`config.mk`:
```
export PLATFORM = sky130hd
export DESIGN_NAME = wb_arbiter_flat
export DESIGN_NICKNAME = d
export VERILOG_FILES = /design/src/rtl/wb_arbiter_if.sv /design/src/rtl/wb_arbiter.sv /design/src/flat_wrapper.sv
export SDC_FILE = /design/constraint.sdc
export NUM_CORES = 1
export LEC_CHECK = 0
export BUFFER_PORTS_ARGS = -buffer_cell sky130_fd_sc_hd__buf_2
export CORE_AREA = 4 4 151 153
export DETAILED_ROUTE_END_ITERATION = 16
export DIE_AREA = 0 0 155 157
export SYNTH_ARGS = -nofsm -noshare
export SYNTH_HDL_FRONTEND = slang
export SYNTH_SLANG_ARGS = --single-unit
```
`constraint.sdc`:
```
create_clock -name clk -period 2.15 [get_ports clk]
set_input_delay 0.43 -clock clk [delete_from_list [all_inputs] [get_ports clk]]
set_output_delay 0.43 -clock clk [all_outputs]
set_load 0.03 [all_outputs]
```
`src/rtl/wb_arbiter_if.sv`:
```
// Purpose : bundle of the writeback arbiter's channel handshake and register-file
//           write signals.
// Modports: master - functional-unit side (drives src_*, observes ready and wb outputs)
//           slave  - arbiter side (consumes src_*, drives src_ready and *_wb, wb_count)
// Params  : NSRC channels, XLEN data width, CNTW committed-write counter width
interface wb_arbiter_if #(
   parameter int unsigned NSRC = 4,
   parameter int unsigned XLEN = 64,
   parameter int unsigned CNTW = 32
);
   logic [NSRC-1:0]      src_valid;
   logic [NSRC-1:0]      src_ready;
   logic [NSRC*5-1:0]    src_rd;
   logic [NSRC-1:0]      src_type;
   logic [NSRC-1:0]      src_we;
   logic [NSRC*XLEN-1:0] src_data;
   logic [4:0]           rd_wb;
   logic                 reg_type_wb;
   logic [XLEN-1:0]      op_wb;
   logic                 we_rd_wb;
   logic [CNTW-1:0]      wb_count;

   modport master (
      output src_valid, src_rd, src_type, src_we, src_data,
      input  src_ready, rd_wb, reg_type_wb, op_wb, we_rd_wb, wb_count
   );

   modport slave (
      input  src_valid, src_rd, src_type, src_we, src_data,
      output src_ready, rd_wb, reg_type_wb, op_wb, we_rd_wb, wb_count
   );
endinterface

```
`src/rtl/wb_arbiter.sv`:
```
// Purpose : writeback stage feeding the single register-file write port. Round-robin
//           arbitration over NSRC result channels, one registered write per cycle,
//           committed-write counter.
// Ports   : clk, n_reset (async, active-low), bus (wb_arbiter_if.slave)
//           src_ready is combinational (zero while n_reset is low); *_wb and wb_count
//           are registered.
// Config  : define WB_FWD_EN to add the decode-operand forwarding ports
//           rs1_dec/rs2_dec/rs3_dec, reg_type_dec, op1_rf/op2_rf/op3_rf (in) and
//           op1_fwd/op2_fwd/op3_fwd (out, combinational). Absent by default.
module wb_arbiter #(
   parameter int unsigned NSRC = 4,
   parameter int unsigned XLEN = 64,
   parameter int unsigned CNTW = 32
) (
   input  logic            clk,
   input  logic            n_reset,
   wb_arbiter_if.slave     bus
`ifdef WB_FWD_EN
   ,
   input  logic [4:0]      rs1_dec,
   input  logic [4:0]      rs2_dec,
   input  logic [4:0]      rs3_dec,
   input  logic            reg_type_dec,
   input  logic [XLEN-1:0] op1_rf,
   input  logic [XLEN-1:0] op2_rf,
   input  logic [XLEN-1:0] op3_rf,
   output logic [XLEN-1:0] op1_fwd,
   output logic [XLEN-1:0] op2_fwd,
   output logic [XLEN-1:0] op3_fwd
`endif
);

   localparam int unsigned PTRW = (NSRC > 1) ? $clog2(NSRC) : 1;

   logic [PTRW-1:0] rr_ptr_q, rr_ptr_d;
   logic [4:0]      rd_wb_q, rd_wb_d;
   logic            reg_type_wb_q, reg_type_wb_d;
   logic [XLEN-1:0] op_wb_q, op_wb_d;
   logic            we_rd_wb_q, we_rd_wb_d;
   logic [CNTW-1:0] wb_count_q, wb_count_d;

   logic            gnt_vld;
   logic [PTRW-1:0] gnt_idx;
   logic [4:0]      sel_rd;
   logic            sel_type;
   logic            sel_we;
   logic [XLEN-1:0] sel_data;

   // Round-robin search starting at rr_ptr; first valid channel wins.
   always_comb begin : arb
      int unsigned idx;
      gnt_vld = 1'b0;
      gnt_idx = '0;
      idx     = 0;
      for (int unsigned k = 0; k < NSRC; k++) begin
         idx = (32'(rr_ptr_q) + k) % NSRC;
         if (!gnt_vld && bus.src_valid[idx]) begin
            gnt_vld = 1'b1;
            gnt_idx = PTRW'(idx);
         end
      end
   end

   // Payload of the granted channel.
   always_comb begin : sel
      int unsigned g;
      g        = 32'(gnt_idx);
      sel_rd   = bus.src_rd[5*g +: 5];
      sel_type = bus.src_type[g];
      sel_we   = bus.src_we[g];
      sel_data = bus.src_data[XLEN*g +: XLEN];
   end

   // The register file never stalls, so the grant is the handshake.
   always_comb begin : ready
      bus.src_ready = '0;
      if (n_reset && gnt_vld) begin
         bus.src_ready[gnt_idx] = 1'b1;
      end
   end

   // Next-state: capture granted result, advance pointer, count committed writes.
   always_comb begin : nxt
      rr_ptr_d      = rr_ptr_q;
      rd_wb_d       = rd_wb_q;
      reg_type_wb_d = reg_type_wb_q;
      op_wb_d       = op_wb_q;
      we_rd_wb_d    = 1'b0;
      wb_count_d    = wb_count_q + CNTW'(we_rd_wb_q);
      if (gnt_vld) begin
         rr_ptr_d      = (gnt_idx == PTRW'(NSRC - 1)) ? '0 : gnt_idx + PTRW'(1);
         rd_wb_d       = sel_rd;
         reg_type_wb_d = sel_type;
         op_wb_d       = sel_data;
         // Integer x0 is hardwired zero; float f0 is a real register.
         we_rd_wb_d    = sel_we & ~(~sel_type & (sel_rd == 5'd0));
      end
   end

   always_ff @(posedge clk or negedge n_reset) begin : regs
      if (!n_reset) begin
         rr_ptr_q      <= '0;
         rd_wb_q       <= '0;
         reg_type_wb_q <= 1'b0;
         op_wb_q       <= '0;
         we_rd_wb_q    <= 1'b0;
         wb_count_q    <= '0;
      end else begin
         rr_ptr_q      <= rr_ptr_d;
         rd_wb_q       <= rd_wb_d;
         reg_type_wb_q <= reg_type_wb_d;
         op_wb_q       <= op_wb_d;
         we_rd_wb_q    <= we_rd_wb_d;
         wb_count_q    <= wb_count_d;
      end
   end

   assign bus.rd_wb       = rd_wb_q;
   assign bus.reg_type_wb = reg_type_wb_q;
   assign bus.op_wb       = op_wb_q;
   assign bus.we_rd_wb    = we_rd_wb_q;
   assign bus.wb_count    = wb_count_q;

`ifdef WB_FWD_EN
   // Bypass the write being committed this cycle to decode operand reads.
   function automatic logic fwd_hit(input logic [4:0] rs);
      return we_rd_wb_q && (rd_wb_q == rs) && (reg_type_wb_q == reg_type_dec) &&
             !(!reg_type_wb_q && (rd_wb_q == 5'd0));
   endfunction

   always_comb begin : fwd
      op1_fwd = fwd_hit(rs1_dec) ? op_wb_q : op1_rf;
      op2_fwd = fwd_hit(rs2_dec) ? op_wb_q : op2_rf;
      op3_fwd = fwd_hit(rs3_dec) ? op_wb_q : op3_rf;
   end
`endif

endmodule
```
`src/flat_wrapper.sv`:
```
// flat-port wrapper written by rule: the top's interface ports become plain ports
module wb_arbiter_flat 
#(
   parameter int unsigned NSRC = 4,
   parameter int unsigned XLEN = 64,
   parameter int unsigned CNTW = 32
)
  (clk, n_reset, bus_src_valid, bus_src_rd, bus_src_type, bus_src_we, bus_src_data, bus_src_ready, bus_rd_wb, bus_reg_type_wb, bus_op_wb, bus_we_rd_wb, bus_wb_count);
  wb_arbiter_if #(.NSRC(NSRC), .XLEN(XLEN), .CNTW(CNTW)) bus_i ();
  input  logic clk;
  input  logic n_reset;
  input wire logic [$bits(bus_i.src_valid)-1:0] bus_src_valid;
  input wire logic [$bits(bus_i.src_rd)-1:0] bus_src_rd;
  input wire logic [$bits(bus_i.src_type)-1:0] bus_src_type;
  input wire logic [$bits(bus_i.src_we)-1:0] bus_src_we;
  input wire logic [$bits(bus_i.src_data)-1:0] bus_src_data;
  output wire logic [$bits(bus_i.src_ready)-1:0] bus_src_ready;
  output wire logic [$bits(bus_i.rd_wb)-1:0] bus_rd_wb;
  output wire logic [$bits(bus_i.reg_type_wb)-1:0] bus_reg_type_wb;
  output wire logic [$bits(bus_i.op_wb)-1:0] bus_op_wb;
  output wire logic [$bits(bus_i.we_rd_wb)-1:0] bus_we_rd_wb;
  output wire logic [$bits(bus_i.wb_count)-1:0] bus_wb_count;
  assign bus_i.src_valid = bus_src_valid;
  assign bus_i.src_rd = bus_src_rd;
  assign bus_i.src_type = bus_src_type;
  assign bus_i.src_we = bus_src_we;
  assign bus_i.src_data = bus_src_data;
  assign bus_src_ready = bus_i.src_ready;
  assign bus_rd_wb = bus_i.rd_wb;
  assign bus_reg_type_wb = bus_i.reg_type_wb;
  assign bus_op_wb = bus_i.op_wb;
  assign bus_we_rd_wb = bus_i.we_rd_wb;
  assign bus_wb_count = bus_i.wb_count;
  wb_arbiter #(.NSRC(NSRC), .XLEN(XLEN), .CNTW(CNTW)) u_core (.clk(clk), .n_reset(n_reset), .bus(bus_i));
endmodule
```
Word-level counts from Yosys, hierarchy flattened

Cells that the tools add are included.

$lt $le $gt $ge: 7
Shift-type cells: 2
Multiply operators: 1
Add/subtract/negate cells: 5
Bitwise operators: 4
Reductions and logical operators: 9
Multiplexer cells: 25
Equal/unequal tests: 1

Operators by type and width:

| kind                                                | count |
|---|---|
| variable part select 256 x 9 -> 64 bit              | 1 |
| adder 32 x 1 -> 32 bit                              | 1 |
| variable part select 20 x 6 -> 5 bit                | 1 |
| < comparator 2 x 3 -> 1 bit, second input constant  | 6 |
| binary-select mux 1 bit (select 2 bit)              | 6 |
| two-way mux 1 bit                                   | 12 |
| two-way mux 2 bit                                   | 5 |
| logical AND 1 bit                                   | 5 |
| logical NOT 5 bit                                   | 1 |
| multiplier 3 x 2 -> 5 bit, first input constant     | 1 |
| adder 2 x 1 -> 2 bit, second input constant         | 2 |
| adder 2 bit, second input constant                  | 2 |
| two-way mux 4 bit                                   | 1 |
| logical NOT 1 bit                                   | 3 |
| AND 1 bit                                           | 2 |
| demux 1 bit (select 2 bit)                          | 1 |
| == test 2 bit, second input constant                | 1 |
| >= comparator 2 x 1 -> 1 bit, second input constant | 1 |
| NOT 1 bit                                           | 2 |

Flip-flop bits (word level): 105
Input bits: 290
Output and inout port bits: 107

Depth between registers and ports, before layout

Gate-level depths: netlist of the first run.

Depth in word-level cells: 19
Mapped depth: 10
Mapped depth without buffers: 7

Worst setup path before layout of the first run

OpenSTA, ideal clock, no wires.

Path type: input to output
Start point: input port bus_src_valid[2]
End point: output port bus_src_ready[0]
Stages: 9
Arrival time: 1.950 ns
Path slack: -0.230 ns
Cell sequence: nor2b_1 -> a211o_1 -> and2_1 -> buf_6 -> inv_4 -> buf_8 -> buf_4 -> ha_1 -> and3_1

Cells in the longest elaborated chain, start to end: 17

RTL lines:

| what                                                                                              | RTL line           | RTL |
|---|---|---|
| from (decl)                                                                                       | flat_wrapper.sv:12 | `input wire logic [$bits(bus_i.src_valid)-1:0] bus_src_valid;` |
| binary-select mux 1 bit (select 2 bit)                                                            | wb_arbiter.sv:57   | `if (!gnt_vld && bus.src_valid[idx]) begin` |
| two-way mux 1 bit (implied by the code)                                                           | wb_arbiter.sv:57   |  |
| two-way mux 1 bit                                                                                 | wb_arbiter.sv:57   |  |
| logical NOT 1 bit                                                                                 | wb_arbiter.sv:57   |  |
| logical AND 1 bit                                                                                 | wb_arbiter.sv:57   |  |
| two-way mux 1 bit                                                                                 | wb_arbiter.sv:57   |  |
| logical NOT 1 bit                                                                                 | wb_arbiter.sv:57   |  |
| logical AND 1 bit                                                                                 | wb_arbiter.sv:57   |  |
| two-way mux 1 bit                                                                                 | wb_arbiter.sv:57   |  |
| logical NOT 1 bit                                                                                 | wb_arbiter.sv:57   |  |
| logical AND 1 bit                                                                                 | wb_arbiter.sv:57   |  |
| two-way mux 2 bit                                                                                 | wb_arbiter.sv:57   |  |
| < comparator 2 x 3 -> 1 bit (implied by the code) or >= comparator 2 x 1 -> 1 bit (tied branches) | wb_arbiter.sv:78   | `bus.src_ready[gnt_idx] = 1'b1;` |
| logical AND 1 bit (implied by the code)                                                           | wb_arbiter.sv:78   |  |
| two-way mux 1 bit (implied by the code)                                                           | wb_arbiter.sv:78   |  |
| demux 1 bit (select 2 bit)                                                                        | --                 |  |
| two-way mux 4 bit (*)                                                                             | wb_arbiter.sv:77   | `if (n_reset && gnt_vld) begin` |
| to (decl)                                                                                         | flat_wrapper.sv:17 | `output wire logic [$bits(bus_i.src_ready)-1:0] bus_src_ready;` |

Mark *: on every way between the ends. The rest lies on a longest branch, timed or not. The select of a mux whose other input is x is not followed.

Final worst setup path of the first run

Start point: register u_core.rr_ptr_q[0]
End point: output port bus_src_ready[1]

Cells in the longest elaborated chain, start to end: 17

RTL lines:

| what                                                                                 | RTL line          | RTL |
|---|---|---|
| from (decl)                                                                          | wb_arbiter.sv:35  | `logic [PTRW-1:0] rr_ptr_q, rr_ptr_d;` |
| from (signal assigned)                                                               | wb_arbiter.sv:109 | `rr_ptr_q <= rr_ptr_d;` |
| parallel branches: the longest is 16 deep, another holds < comparator 2 x 3 -> 1 bit | --                |  |
| two-way mux 4 bit (*)                                                                | wb_arbiter.sv:77  |  |

Every way passes the cells marked *. The select of a mux whose other input is x is not followed.

==> run summary, run 1 <==
• 388 — initial detailed-routing violation count
• 4.797 — via count normalized by instance count
• 0 — post-route antenna net violation count
• 4 — Max FO, Critical Path
• 7340 — vias after detailed routing
• 3 — number of antenna violations at the first check in global routing
• 0 — max-capacitance violation count
• complete, but fails checks — outcome
• 0.3120 — initial standard-cell utilization of the core
• 2303 ps — Final Critical Period
• yes — TritonCTS clock tree
• flop — element type at the critical path start
• 1870 ps — worst path arrival time
• 6724 sq um — post-synthesis instance area
• 3 — H-tree depth
• 1136 — net count after synthesis
• 0.4384 — fraction of final layout cells with drive strength greater than 1
• 1720 ps — Data required, critical path
• u_core.bus.op_wb[28]$_DFFE_PN0N_ — capture instance of the worst register-to-register path
• 157 microns — height of the chip
• reg2out — kind of critical path
• 36 — number of distinct standard cells referenced by the synthesized netlist
• 21550 sq um — core outline area
• 430 ps — biggest cell delay along the critical path
• 0.8512 — gpl congestion
• 70 ps — CTS clock-pin slew for the worst setup and hold paths
• 8.005 sq um — average footprint of a synthesized cell
• 0 — Final Hold Fails
• 3 — Hold Path Stages
• 8 — number of cells on the worst reg-to-reg path
• 915.1 ps — transition time at the pin with the least slew margin
• nor2b_4 > nor2_4 > o221a_4 > buf_12 > ha_4 > and3_4 > buf_6 — ordered list of cells on the worst path
• 25430 microns — Post-Route WL
• -153.2 ps — Final Worst Setup Slack
• output port — Worst Setup End Kind
• 0.3899 — remaining max-slew budget at the tightest pin
• 0 — total congestion overflow
• 434.2 MHz — max frequency
• -165.7 ps — pre-CTS setup slack
• 0 — number of antenna diodes
• 840 — gate count of the mapped netlist
• 12890 microns — routed length on met2
• 0.3908 — Synth top area share
• 54 — cell row count
• 0.4590 — share of the core filled with cells in the final layout
• true — RSZ-0062 raised after global routing
• sky130_fd_sc_hd__dfrtp_1 — post-synth top area cell
• negative setup slack — violations in the final reports
• 350 ps — clk_lat worst skew
• 19540 microns — detailed-placement wirelength estimate
• 1.071 — Period Utilization, post-route
• 9 — number of buffers created by CTS
• 155 microns — horizontal die dimension
• bus_src_type[1] — Min-Delay Startpoint
• 5.272 nW — static leakage
• 12.36 mW — total chip power
• flip-flops — cell family contributing the most delay on the critical path
• 16.62 microns — routed length per placed instance
• 0 — number of slew-limit violations in the final report
• sky130_fd_sc_hd__dfrtp_1 — cell type of the slowest stage on the worst timing path
• in2reg — class of the worst hold path
• 24340 sq um — Die Area
• 0.3908 — Seq/Total Area, Yosys
• 0 — number of warnings printed during yosys synthesis
• 516.6 uV — worst-case vdd ir drop
• 2 — clock tree buffer depth
• sky130_fd_sc_hd__clkbuf_16 — CTS Root Buffer Type
• 105 — clock sink count
• 12.94 ps — final worst clock skew
• 47.13% — area overhead of the layout relative to synthesis
• 10270 microns — wl on met1
• 60 ps — setup slack, reg-to-reg
• 89 — pin count of the biggest net entering global routing
• 1541 — number of nets in the layout
• 396 — IO buf count
• sky130_fd_sc_hd__dfrtp_1, sky130_fd_sc_hd__nand2_1, sky130_fd_sc_hd__and3_1 — leading post-synthesis cells by cell area
• met5 — top routing layer in use
• 5 — detailed-routing iteration count for the pre-antenna-repair pass
• u_core.rr_ptr_q[0]$_DFFE_PN0N_ — reg2reg start
• u_core.bus.reg_type_wb$_DFFE_PN0N_ — end point of the most critical hold path
• 1249 nW/um^2 — power density normalized to cell area
• 6785 — via count of the first global-routing pass
• 1962 microns — met3 layer wire length in the routed design
• 0.1912 — aggregate global-route resource usage
• 397 — Ports
• 0 — Residual DRC
• 105 — #FFs+latches synth
• 37030 microns — first-pass GRT wire length
• 2 — number of buffer and inverter instances along the worst setup path
• 4 — # setup viols final
• 445.9 ps — worst hold margin
-- logic make-up after synthesis --
logic type                 count (synthesis)  synth area share
xor gates and xnor gates                  30           0.03908
and+or+nand+nor                          542            0.3692
DFF                                      105            0.3908
adders and majority gates                  6           0.01116
AOI/OAI and AO/OA                         93            0.1373
buffers and inverters                     64           0.05247
-- per-stage QoR --
stage,TNS [ps],area [sq um],instances
2_1_floorplan,-70.26,6797,840
3_3_place_gp,-4904,9279,1502
3_5_place_dp,-6873,9279,1502
4_1_cts,-670.6,9686,1526
5_1_grt,-1285,9893,1530
6_report,-496.5,9893,1530
-- cell usage after synthesis --
master / n
sky130_fd_sc_hd__buf_2: 13
sky130_fd_sc_hd__a211oi_2: 2
sky130_fd_sc_hd__inv_4: 1
sky130_fd_sc_hd__dfrtp_1: 105
sky130_fd_sc_hd__or4_1: 1
sky130_fd_sc_hd__nor3_2: 1
sky130_fd_sc_hd__o21bai_1: 1
sky130_fd_sc_hd__and3_1: 150
sky130_fd_sc_hd__a31oi_1: 1
sky130_fd_sc_hd__buf_8: 1
sky130_fd_sc_hd__nand2_1: 346
sky130_fd_sc_hd__buf_4: 6
sky130_fd_sc_hd__o21ai_1: 1
sky130_fd_sc_hd__o221a_2: 1
sky130_fd_sc_hd__nand3_1: 14
sky130_fd_sc_hd__ha_1: 6
sky130_fd_sc_hd__o22ai_1: 3
sky130_fd_sc_hd__and4_1: 2
sky130_fd_sc_hd__buf_6: 8
sky130_fd_sc_hd__o31ai_2: 43
sky130_fd_sc_hd__xor2_1: 10
sky130_fd_sc_hd__a211o_1: 1
sky130_fd_sc_hd__xnor2_1: 20
sky130_fd_sc_hd__o211ai_1: 1
sky130_fd_sc_hd__inv_2: 1
sky130_fd_sc_hd__nor2_1: 13
sky130_fd_sc_hd__nor4_1: 1
sky130_fd_sc_hd__o311a_1: 1
sky130_fd_sc_hd__and2_1: 2
sky130_fd_sc_hd__o31ai_1: 27
sky130_fd_sc_hd__nor2b_1: 4
sky130_fd_sc_hd__nand4_1: 6
sky130_fd_sc_hd__clkbuf_1: 31
sky130_fd_sc_hd__a211oi_1: 11
sky130_fd_sc_hd__buf_1: 3
sky130_fd_sc_hd__nor3_1: 2
-- how the worst max path moves through the flow --
stage                                         from                               end  slack [ps]  depth (start not counted)
finish              u_core.rr_ptr_q[0]$_DFFE_PN0N_                  bus_src_ready[1]        -150                          7
global route        u_core.rr_ptr_q[0]$_DFFE_PN0N_                  bus_src_ready[1]        -220                          7
CTS                 u_core.rr_ptr_q[0]$_DFFE_PN0N_                  bus_src_ready[2]        -180                          8
detailed placement                bus_src_valid[2]  u_core.bus.op_wb[27]$_DFFE_PN0N_        -170                          9
global placement                  bus_src_valid[2]  u_core.bus.op_wb[27]$_DFFE_PN0N_        -130                          9
floorplan                         bus_src_valid[2]                  bus_src_ready[1]         -40                          9
-- report_power, final --
part           switching, mW  leakage (nW)  internal [mW]
Sequential             0.459          1.29           2.75
Combinational           4.61          3.85           2.93
Clock                  0.803         0.139          0.805
Total                   5.87          5.27           6.49
-- final cells by class --
class / count / area, sq um
Multi-Input combinational cell: 671 / 3976
Tap cell: 280 / 350.3
Sequential cell: 105 / 2629
Fill cell: 2236 / 11660
Inverter: 2 / 25.02
Clock inverter: 6 / 51.30
Timing Repair Buffer: 456 / 2633
Clock buffer: 10 / 229.0
-- layout by cell type, fill, tap and decap left out, drive strengths merged --
master,synthesis,routed
buf,31,454
dlygate4sd3,0,1
nor2,13,13
o31ai,70,70
o21bai,1,1
nand2,346,346
o211ai,1,1
and4,2,2
nand3,14,14
o221a,1,1
ha,6,6
o21ai,1,1
and2,2,2
a211oi,13,13
o311a,1,1
dfrtp,105,105
and3,150,150
or4,1,1
inv,2,4
a211o,1,1
nor3,3,3
clkinv,0,4
xor2,10,10
nand4,6,6
nor4,1,1
a31oi,1,1
xnor2,20,20
o22ai,3,3
clkbuf,31,11
nor2b,4,4
-- flip-flops by register name, summed over array words and instances (netlist names) --
name                    cells
u_core.rr_ptr_q             2
u_core.bus.op_wb           64
u_core.bus.wb_count        32
u_core.bus.we_rd_wb         1
u_core.bus.rd_wb            5
u_core.bus.reg_type_wb      1
-- layer usage --
metal,vias up,global-route usage
met5,-,0
met3,24,0.04619
li1,3658,-
met2,272,0.3417
met4,4,0.04584
met1,3382,0.2330
-- what timing repair did --
item / 4_1_cts / 5_1_grt
resized for setup: 16 / 33
cloned: 0 / 1
buffers inserted: 7 / 4
pin swaps: 7 / 6
endpoints found under the hold margin: 1 / 0
endpoints found under the setup margin: 4 / 30
hold buffers: 1 / 0
-- worst register-to-register path: cells and delay by family (launching register included) --
family | cells | cell delay, ps
AO/OA/AOI/OAI | 2 | 370
flip-flops | 1 | 430
buffers and inverters | 2 | 520
AND/OR/NAND/NOR | 4 | 660
Power figures use the tool's default switching activity.
==> inputs of run 2 (changes only) <==
Settings changed: PLACE_DENSITY_LB_ADDON set to 0.25, RECOVER_POWER set to 100.
Clock period 2.15 ns to 2.7 ns, I/O delays scaled along.
==> run 2 against run 1 <==
  * The run now ends clean
  * Critical path depth is the same
  * Die area unchanged
  * Utilization fell by 4.3 points
  * Final cell count decreased by 2.4%
==> run summary, run 2 (synthesis gave the netlist of run 1 again) <==
• 397 — Ports, unchanged
• 0 — number of slew-limit violations in the final report, unchanged
• 1504 — number of nets in the layout, -2.4%
• 0 — Residual DRC, unchanged
• 0.1919 — aggregate global-route resource usage, +0.0006653
• 0 — number of setup buffers added after CTS, -7
• 24340 sq um — Die Area, unchanged
• 171.1 ps — pre-CTS setup slack, +336.7 ps
• 114.1 ps — Final Worst Setup Slack, +267.3 ps
• 0.4159 — share of the core filled with cells in the final layout, -0.04313
• sky130_fd_sc_hd__nand2_1, sky130_fd_sc_hd__buf_2, sky130_fd_sc_hd__and3_1 — most frequent cells in the layout
• 155 microns — horizontal die dimension, unchanged
• 0 ps — setup TNS, +496.5 ps
• 0.9577 — Period Utilization, post-route
• 2160 ps — Data required, critical path, +440 ps
• 7261 — vias after detailed routing, -1.1%
• 386.7 MHz — max frequency
• 440 ps — biggest cell delay along the critical path, about the same
• 0.3120 — initial standard-cell utilization of the core, unchanged
• 4.606 nW — static leakage, -13%
• 4 — detailed-routing iteration count for the pre-antenna-repair pass, -1
• 339 — initial detailed-routing violation count, -13%
• 0 — # setup viols final, -4
• 240 ps — setup slack, reg-to-reg, +180 ps
• 0.2970 — fraction of final layout cells with drive strength greater than 1, -0.1414
• 10 — Max FO, Critical Path, +6
• 2358 — total of fill cells in the finished design, +5.5%
• 102 — pin count of the biggest net entering global routing, +15%
• 64 — flip-flop count of the largest register after layout, unchanged
• 105 — clock sink count, unchanged
• 21550 sq um — core outline area, unchanged
• 37200 microns — first-pass GRT wire length, +0.46%
• 0 — max-capacitance violation count, unchanged
• 0 — quantity of hold-fixing buffers added after cts, -1
• 396 — IO buf count, unchanged
• 395.4 uV — worst-case vdd ir drop, -23%
• sky130_fd_sc_hd__clkbuf_16 — CTS Root Buffer Type
• 2586 ps — Final Critical Period
• sky130_fd_sc_hd__nand2_1 — most common cell after layout, fill and taps aside
• 4.860 — via count normalized by instance count, +1.3%
• 24710 microns — Post-Route WL, -2.8%
• 7 — number of antenna violations at the first check in global routing, +4
• 0.1584 — remaining max-slew budget at the tightest pin, -0.2315
• 0 — total congestion overflow, unchanged
• flop — element type at the critical path start
• 350 ps — clk_lat worst skew, about the same
• output port — Worst Setup End Kind
• 3 — H-tree depth, unchanged
• 157 microns — height of the chip, unchanged
• yes — TritonCTS clock tree
• 33.31% — area overhead of the layout relative to synthesis
• reg2out — kind of critical path
• sky130_fd_sc_hd__dfrtp_1 — cell type of the slowest stage on the worst timing path
• finished, final reports clean — outcome
• 1262 ps — transition time at the pin with the least slew margin, +347.2 ps
• 2050 ps — worst path arrival time, +180 ps
• 2 — clock tree buffer depth, unchanged
• false — RSZ-0062 raised after global routing
• 54 — cell row count, unchanged
• 6884 — via count of the first global-routing pass, +1.5%
• 0 — Final Hold Fails, unchanged
• nand2_1 > a211o_1 > and2_4 > inv_4 > ha_1 > and3_1 > clkbuf_2 — ordered list of cells on the worst path
• 0 — number of instances resized during post-cts repair, -16
• 9 — number of buffers created by CTS, unchanged
• 16.54 microns — routed length per placed instance, -0.49%
• 991.1 nW/um^2 — power density normalized to cell area, -21%
• 80 ps — CTS clock-pin slew for the worst setup and hold paths, about the same
• 8 — number of cells on the worst reg-to-reg path, unchanged
• 0 — post-route antenna net violation count, unchanged
• 0.8696 — gpl congestion, +2.2%
• 19410 microns — detailed-placement wirelength estimate, -0.68%
• in2async — class of the worst hold path
• 9.029 ps — final worst clock skew, -3.909 ps
==> run 2: cell count changes in the layout (fill, tap and decap cells not counted), moves of 10 or more <==
cell and change:
sky130_fd_sc_hd__a211oi_1 +10, sky130_fd_sc_hd__buf_2 -101, sky130_fd_sc_hd__buf_4 -31, sky130_fd_sc_hd__clkbuf_1 +106
sky130_fd_sc_hd__o31ai_1 +16, sky130_fd_sc_hd__o31ai_2 -16
==> run 2: final timing paths <==
kind,start,endpoint
max reg2reg,u_core.rr_ptr_q[1]$_DFFE_PN0N_,u_core.bus.op_wb[46]$_DFFE_PN0N_
min,n_reset,u_core.bus.op_wb[7]$_DFFE_PN0N_
min reg2reg,u_core.bus.op_wb[36]$_DFFE_PN0N_,u_core.bus.op_wb[36]$_DFFE_PN0N_
max,u_core.rr_ptr_q[1]$_DFFE_PN0N_,bus_src_ready[1]
min in group clk,u_core.bus.op_wb[36]$_DFFE_PN0N_,u_core.bus.op_wb[36]$_DFFE_PN0N_
max in group asynchronous,n_reset,u_core.bus.op_wb[43]$_DFFE_PN0N_
==> run 2: stage by stage <==
stage	area [sq um]	instances	power, mW	hold WS [ps]
after floorplan	6724	840	6.317	244.4
after global placement	8935	1477	7.885	456.1
after detailed placement	8935	1477	7.923	453.9
after CTS	9224	1492	9.255	65.58
after global routing	8964	1494	9.551	67.11
final	8964	1494	8.884	64.72
==> run 2: layout make-up <==
class,count,area (sq um),share of cell area
flip-flops and latches,105,2628,0.2931
repair buffers,419,2021,0.2254
clock buffers,11,252.7,0.02820
multi-input cells,671,3661,0.4084
inverters,2,10.01,0.001117
well taps,280,350.3,0.03908
diodes,2,5.005,0.0005583
clock inverters,4,36.28,0.004048
==> run 2: metal layers <==
| metal | wire length [microns] | global-route usage | part of all wire | vias to the layer above |
|---|---|---|---|---|
| met1 | 10150 | 0.2373 | 0.41 | 3361 |
| met5 | 41 | 0 | 0.0017 | - |
| met3 | 1851 | 0.04592 | 0.075 | 40 |
| met2 | 12150 | 0.3315 | 0.49 | 253 |
| met4 | 517 | 0.06098 | 0.021 | 10 |
| li1 | - | - | - | 3597 |
==> run 2: report_power, final <==
part | switching [mW] | internal [mW] | leakage (nW)
Combinational | 3.36 | 1.62 | 3.18
Clock | 0.621 | 0.684 | 0.140
Sequential | 0.409 | 2.19 | 1.29
Total | 4.39 | 4.50 | 4.61
==> run 2: worst max-delay path: cells and delay by family (launching register included) <==
family	cells	cell delay [ps]
AND/OR/NAND/NOR	3	430
buffers and inverters	2	350
flip-flops	1	440
AO/OA/AOI/OAI	1	320
adder cells (fa/ha/maj)	1	160
